### src/rtl/ex_div_if.sv
// Handshake and data bundle between the execute stage and the divider.
`timescale 1ns/1ps
interface ex_div_if;
    logic        signed_div_i;
    logic [31:0] opdata1_i;
    logic [31:0] opdata2_i;
    logic        start_i;
    logic        annul_i;
    logic [63:0] result_o;
    logic        ready_o;

    // Execute stage side: issues requests, consumes the result.
    modport master (
        output signed_div_i, opdata1_i, opdata2_i, start_i, annul_i,
        input  result_o, ready_o
    );

    // Divider side: accepts requests, produces the result.
    modport slave (
        input  signed_div_i, opdata1_i, opdata2_i, start_i, annul_i,
        output result_o, ready_o
    );
endinterface

### src/rtl/ex_div.sv
// Multi-cycle restoring divider for DIV/DIVU.
// The result packs the remainder in [63:32] (HI) and the quotient in [31:0] (LO).
// A nonzero divisor takes 32 iterations after the accept edge.
// A zero divisor bypasses the datapath and returns zero.
`timescale 1ns/1ps
module ex_div (
    input  logic    clk,
    input  logic    rst,
    ex_div_if.slave bus
);

    typedef enum logic [1:0] {
        DIV_FREE    = 2'd0,
        DIV_BY_ZERO = 2'd1,
        DIV_ON      = 2'd2,
        DIV_END     = 2'd3
    } div_state_t;

    // Two's-complement magnitude of v when is_neg is set, otherwise v unchanged.
    function automatic logic [31:0] magnitude(input logic [31:0] v, input logic is_neg);
        logic [31:0] m;
        if (is_neg) begin
            m = ~v + 32'd1;
        end else begin
            m = v;
        end
        return m;
    endfunction

    // One restoring shift-subtract step.
    // Layout: w = {33-bit partial remainder, 32-bit quotient}.
    // Bits w[64:31] are the shifted partial remainder extended to 34 bits,
    // so the borrow out of the subtract decides the new quotient bit.
    function automatic logic [64:0] iterate(input logic [64:0] w, input logic [31:0] d);
        logic [33:0] diff;
        logic [64:0] nxt;
        diff = w[64:31] - {2'b00, d};
        if (diff[33]) begin
            nxt = {w[63:31], w[30:0], 1'b0};
        end else begin
            nxt = {diff[32:0], w[30:0], 1'b1};
        end
        return nxt;
    endfunction

    // Apply the signed-mode corrections to a finished working register.
    // The output is {remainder, quotient}.
    function automatic logic [63:0] correct_sign(input logic [64:0] w, input logic neg_q,
                                                 input logic neg_rem);
        return {magnitude(w[63:32], neg_rem), magnitude(w[31:0], neg_q)};
    endfunction

    div_state_t  state_r, state_s;
    logic [4:0]  cnt_r, cnt_s;
    logic [64:0] work_r, work_s;
    logic [31:0] divisor_r, divisor_s;
    logic        neg_q_r, neg_q_s;
    logic        neg_rem_r, neg_rem_s;
    logic [63:0] result_r, result_s;
    logic        ready_r, ready_s;
    logic [64:0] iter_s;
    logic        dividend_neg_s;
    logic        divisor_neg_s;

    assign iter_s         = iterate(work_r, divisor_r);
    assign dividend_neg_s = bus.signed_div_i & bus.opdata1_i[31];
    assign divisor_neg_s  = bus.signed_div_i & bus.opdata2_i[31];

    assign bus.result_o = result_r;
    assign bus.ready_o  = ready_r;

    // Register the FSM state, datapath and outputs; reset clears everything asynchronously.
    always_ff @(posedge clk or posedge rst) begin
        if (rst) begin
            state_r   <= DIV_FREE;
            cnt_r     <= 5'd0;
            work_r    <= 65'd0;
            divisor_r <= 32'd0;
            neg_q_r   <= 1'b0;
            neg_rem_r <= 1'b0;
            result_r  <= 64'd0;
            ready_r   <= 1'b0;
        end else begin
            state_r   <= state_s;
            cnt_r     <= cnt_s;
            work_r    <= work_s;
            divisor_r <= divisor_s;
            neg_q_r   <= neg_q_s;
            neg_rem_r <= neg_rem_s;
            result_r  <= result_s;
            ready_r   <= ready_s;
        end
    end

    // Compute the next state, the datapath update and the next output values.
    always_comb begin
        state_s   = state_r;
        cnt_s     = cnt_r;
        work_s    = work_r;
        divisor_s = divisor_r;
        neg_q_s   = neg_q_r;
        neg_rem_s = neg_rem_r;
        result_s  = result_r;
        ready_s   = ready_r;

        case (state_r)
            DIV_FREE: begin
                ready_s  = 1'b0;
                result_s = 64'd0;
                cnt_s    = 5'd0;
                if (bus.start_i && !bus.annul_i) begin
                    // Operands and sign flags are captured here.
                    // Later input changes cannot reach the result.
                    work_s    = {33'd0, magnitude(bus.opdata1_i, dividend_neg_s)};
                    divisor_s = magnitude(bus.opdata2_i, divisor_neg_s);
                    neg_q_s   = dividend_neg_s ^ divisor_neg_s;
                    neg_rem_s = dividend_neg_s;
                    if (bus.opdata2_i == 32'd0) begin
                        state_s = DIV_BY_ZERO;
                    end else begin
                        state_s = DIV_ON;
                    end
                end else begin
                    state_s = DIV_FREE;
                end
            end

            DIV_BY_ZERO: begin
                state_s  = DIV_END;
                result_s = 64'd0;
                ready_s  = 1'b1;
            end

            DIV_ON: begin
                if (bus.annul_i) begin
                    // Pipeline flush: drop the operation without producing a result.
                    state_s  = DIV_FREE;
                    cnt_s    = 5'd0;
                    work_s   = 65'd0;
                    result_s = 64'd0;
                    ready_s  = 1'b0;
                end else begin
                    work_s = iter_s;
                    cnt_s  = cnt_r + 5'd1;
                    if (cnt_r == 5'd31) begin
                        state_s  = DIV_END;
                        result_s = correct_sign(iter_s, neg_q_r, neg_rem_r);
                        ready_s  = 1'b1;
                    end else begin
                        state_s = DIV_ON;
                    end
                end
            end

            DIV_END: begin
                if (bus.start_i) begin
                    state_s = DIV_END;
                    ready_s = 1'b1;
                end else begin
                    state_s  = DIV_FREE;
                    result_s = 64'd0;
                    ready_s  = 1'b0;
                end
            end

            default: begin
                state_s  = DIV_FREE;
                cnt_s    = 5'd0;
                work_s   = 65'd0;
                result_s = 64'd0;
                ready_s  = 1'b0;
            end
        endcase
    end

endmodule

### src/flat_wrapper.sv
// flat-port wrapper written by rule: the top's interface ports become plain ports
module ex_div_flat 
  (clk, rst, bus_signed_div_i, bus_opdata1_i, bus_opdata2_i, bus_start_i, bus_annul_i, bus_result_o, bus_ready_o);
  ex_div_if bus_i ();
  input  logic clk;
  input  logic rst;
  input wire logic [$bits(bus_i.signed_div_i)-1:0] bus_signed_div_i;
  input wire logic [$bits(bus_i.opdata1_i)-1:0] bus_opdata1_i;
  input wire logic [$bits(bus_i.opdata2_i)-1:0] bus_opdata2_i;
  input wire logic [$bits(bus_i.start_i)-1:0] bus_start_i;
  input wire logic [$bits(bus_i.annul_i)-1:0] bus_annul_i;
  output wire logic [$bits(bus_i.result_o)-1:0] bus_result_o;
  output wire logic [$bits(bus_i.ready_o)-1:0] bus_ready_o;
  assign bus_i.signed_div_i = bus_signed_div_i;
  assign bus_i.opdata1_i = bus_opdata1_i;
  assign bus_i.opdata2_i = bus_opdata2_i;
  assign bus_i.start_i = bus_start_i;
  assign bus_i.annul_i = bus_annul_i;
  assign bus_result_o = bus_i.result_o;
  assign bus_ready_o = bus_i.ready_o;
  ex_div u_core (.clk(clk), .rst(rst), .bus(bus_i));
endmodule
### config.mk
export PLATFORM = sky130hd
export DESIGN_NAME = ex_div_flat
export DESIGN_NICKNAME = d
export VERILOG_FILES = /design/src/rtl/ex_div_if.sv /design/src/rtl/ex_div.sv /design/src/flat_wrapper.sv
export SDC_FILE = /design/constraint.sdc
export NUM_CORES = 1
export LEC_CHECK = 0
export ABC_AREA = 1
export BUFFER_PORTS_ARGS = -buffer_cell sky130_fd_sc_hd__buf_2
export CAP_MARGIN = 20
export CORE_MARGIN = 2
export CORE_UTILIZATION = 35
export DETAILED_ROUTE_END_ITERATION = 16
export PLACE_DENSITY_LB_ADDON = 0.25
export SKIP_LAST_GASP = 1
export SLEW_MARGIN = 20
export SYNTH_ARGS = -nofsm -noshare
export SYNTH_HDL_FRONTEND = slang
export SYNTH_SLANG_ARGS = --single-unit
### constraint.sdc
create_clock -name clk -period 8.7 [get_ports clk]
set_input_delay 0.435 -clock clk [delete_from_list [all_inputs] [get_ports clk]]
set_output_delay 0.435 -clock clk [all_outputs]
set_load 0.1 [all_outputs]
==> results.cfg <==
[status]
status = complete, no violations

[yosys]
synthFlopType = dfrtp_1
postSynthNetCount = 2103
yosysSeqAreaShare = 0.3288
netlist.area_leader.share = 0.3288
ys_ff_latch = 171
synth_area_leaders = dfrtp_1, nand2_1, inv_1, nand3_1, nor2_1
ys_types = 49
synth_edf_count = 0
ys_warn_count = 0
syn_area_um2 = 13020
synth_largest_area_cell = dfrtp_1
syn_inst = 1995
avgSynthCellArea_um2 = 6.524
async_flop_share = 1.000

[global_routing]
overflow = 0
first_global_vias = 12778
grt_max_degree = 102
grt_pass1_wl_um = 71460
antenna_found_initial = 0
grt_usage = 0.2370

[detailed_routing]
wl_per_cell_um = 17.43
routed_wl_um = 44820
num_vias = 13379
drt_pass1_iterations = 5
drc = 0
antenna_left = 0
drt-initial-drc-count = 990
vias_per_cell = 5.204

[setup_path]
crit_path_end_kind = flop
required_ns = 9.08
critPathMaxStageDelay_ns = 0.53
crit_fanout = 32
r2r.worst_path.cells = 25
r2r_start = u_core.work_r[55]$_DFFE_PP0P_
r2r_end = u_core.bus.result_o[30]$_DFFE_PP0P_
worstPathArrival_ns = 5.32
cp-start-kind = flop
r2r_slack_ns = 3.76
cpMostUsedCell = nand2_1
path_class = reg2reg
critical_path.slowest_cell = nand2_4

[timing]
worst_pin_slew_ns = 1.040
max_clock_freq_mhz = 202.5
finalCritPeriodShare = 0.5675
layout_min_cycle_time_ns = 4.937
skew_ns = 0.01786
hold_viol = 0
rsz0062_at_grt = false
report.final.slew_viol_count = 0
setup_violations = 0
fin_tns_setup_ns = 0
layout_setup_ws_ns = 3.763
slew_headroom = 0.3055

[power]
ir_worst_vdd_v = 0.0002038
p_leak_nw = 7.781
power.density_nw_per_um2 = 442.8

[placement]
dpl.hpwl_um = 34210
dpl.cell_count = 2537
routabilityCongestion = 0.9136
port_buffers = 133
dp_slack_ns = 3.854

[clock_tree]
cts_inserted_buffers = 17
cts_max_level = 4
clock_path_buffers = 2
clk_latency_ns = 0.46
cts.clk_slew.worst_paths_ns = 0.07
cts.sinks = 171
tritoncts = done
cts_root_buffer = clkbuf_16
cts_setup_buffers = 0

[job]
cap_violations = 0

[floorplanning]
rows = 70
die_area_um2 = 38750
die_w_um = 196.8
core-area_um2 = 36610
die_h_um = 196.8
io_pins = 134
start_util = 0.3555

[hold_path]
min_to = u_core.divisor_r[28]$_DFFE_PP0P_
hold_path_depth = 4
hold_path.class = in2reg
worstHoldStart = bus_opdata2_i[28]

[finish]
antennaDiodeCount = 0
nNetsFinal = 2198
drive_gt1_frac = 0.1117
fin_cells = 2571
area.growth.synth_to_final_pct = 12.91
utilization = 0.4014
==> layer usage <==
layer  global-route usage  wire length [µm]  vias up  share of wire
met4              0.05681               801        0          0.018
li1                     -                 -     6670              -
met5                    0                 0        -              0
met1               0.3248             21060     6322           0.47
met2               0.3973             21160      346           0.47
met3              0.03012              1797       41          0.040
==> what timing repair did <==
item	in CTS	in global routing
hold buffers	0	1
setup endpoints to repair	0	0
resized for setup	0	0
endpoints found under the hold margin	0	16
==> worst max-delay path: cells and delay by family, from the launching register on <==
family | cells | cell delay, ns
flops | 1 | 0.41
compound gates | 6 | 1.01
fa+ha+maj | 2 | 0.58
buf+inv | 3 | 0.19
simple gates | 14 | 2.64
==> per-stage QoR <==
stage,power [mW],hold slack [ns],cell area (µm²)
after floorplan,4.457,0.4530,13020
after global placement,5.553,0.4622,14020
after detailed placement,5.584,0.4643,14020
after CTS,6.463,0.2553,14660
after global routing,7.157,0.2996,14700
final,6.508,0.2856,14700
==> area by class of cell <==
type	instances	area, µm²
Clock buffer	21	460.4
Clock inverter	11	180.2
Fill cell	3912	21910
Inverter	261	985.9
Multi-Input combinational cell	1495	7435
Sequential cell	171	4279
Tap cell	468	585.6
Timing Repair Buffer	144	770.7
==> how the worst max path moves through the flow <==
stage	from	to	slack [ns]	depth (start not counted)
final	u_core.work_r[55]$_DFFE_PP0P_	u_core.bus.result_o[30]$_DFFE_PP0P_	3.76	25
after global routing	u_core.divisor_r[24]$_DFFE_PP0P_	u_core.bus.result_o[28]$_DFFE_PP0P_	3.20	26
after CTS	u_core.work_r[53]$_DFFE_PP0P_	u_core.bus.result_o[30]$_DFFE_PP0P_	3.83	25
after detailed placement	u_core.work_r[53]$_DFFE_PP0P_	u_core.bus.result_o[30]$_DFFE_PP0P_	3.85	25
after global placement	u_core.work_r[53]$_DFFE_PP0P_	u_core.bus.result_o[28]$_DFFE_PP0P_	3.97	25
after floorplan	rst	u_core.bus.ready_o$_DFFE_PP0N_	3.63	1
==> placed cells by master, fill, tap and decap left out, drive strengths merged, types with 5 or more instances in the layout <==
master	count
a21oi	83
a31oi	5
a32o	5
buf	143
clkbuf	21
clkinv	6
dfrtp	171
ha	38
inv	262
nand2	645
nand3	172
nand3b	13
nand4	15
nor2	193
nor3	34
nor4	5
o21ai	151
o21bai	5
o221ai	27
o22ai	30
o31ai	6
or2	6
xnor2	16
xor2	29
==> synth_stat cells (6+ instances only) <==
master / n
a21oi_1: 81
buf_6: 6
clkbuf_1: 48
dfrtp_1: 171
ha_1: 38
inv_1: 251
inv_2: 6
nand2_1: 620
nand2_2: 19
nand3_1: 166
nand3b_1: 13
nand4_1: 15
nor2_1: 183
nor2_2: 7
nor3_1: 30
o21ai_0: 125
o21ai_1: 26
o221ai_1: 27
o22ai_1: 30
o31ai_1: 6
xnor2_1: 16
xor2_1: 29
==> sequential cells by signal (all words and copies together) (netlist names) <==
name and flops:
u_core.cnt_r 5, u_core.divisor_r 32, u_core.neg_rem_r 1, u_core.bus.result_o 64, u_core.neg_q_r 1, u_core.work_r 65
u_core.bus.ready_o 1, u_core.state_r 2
==> cell families after synthesis <==
logic type	Yosys count	synth area share
DFF	171	0.3288
and+or+nand+nor	1087	0.3587
AOI/OAI and AO/OA	324	0.1439
adders and majority gates	39	0.03807
buffers and inverters	329	0.1003
xor gates and xnor gates	45	0.03028
==> report_power, final <==
part / switching (mW) / total (mW) / leakage [nW] / internal (mW)
Sequential: 0.151 / 1.10 / 2.28 / 0.951
Clock: 0.363 / 0.865 / 0.315 / 0.503
Combinational: 3.23 / 4.54 / 5.19 / 1.31
Total: 3.74 / 6.51 / 7.78 / 2.77
Power figures use the tool's default switching activity.
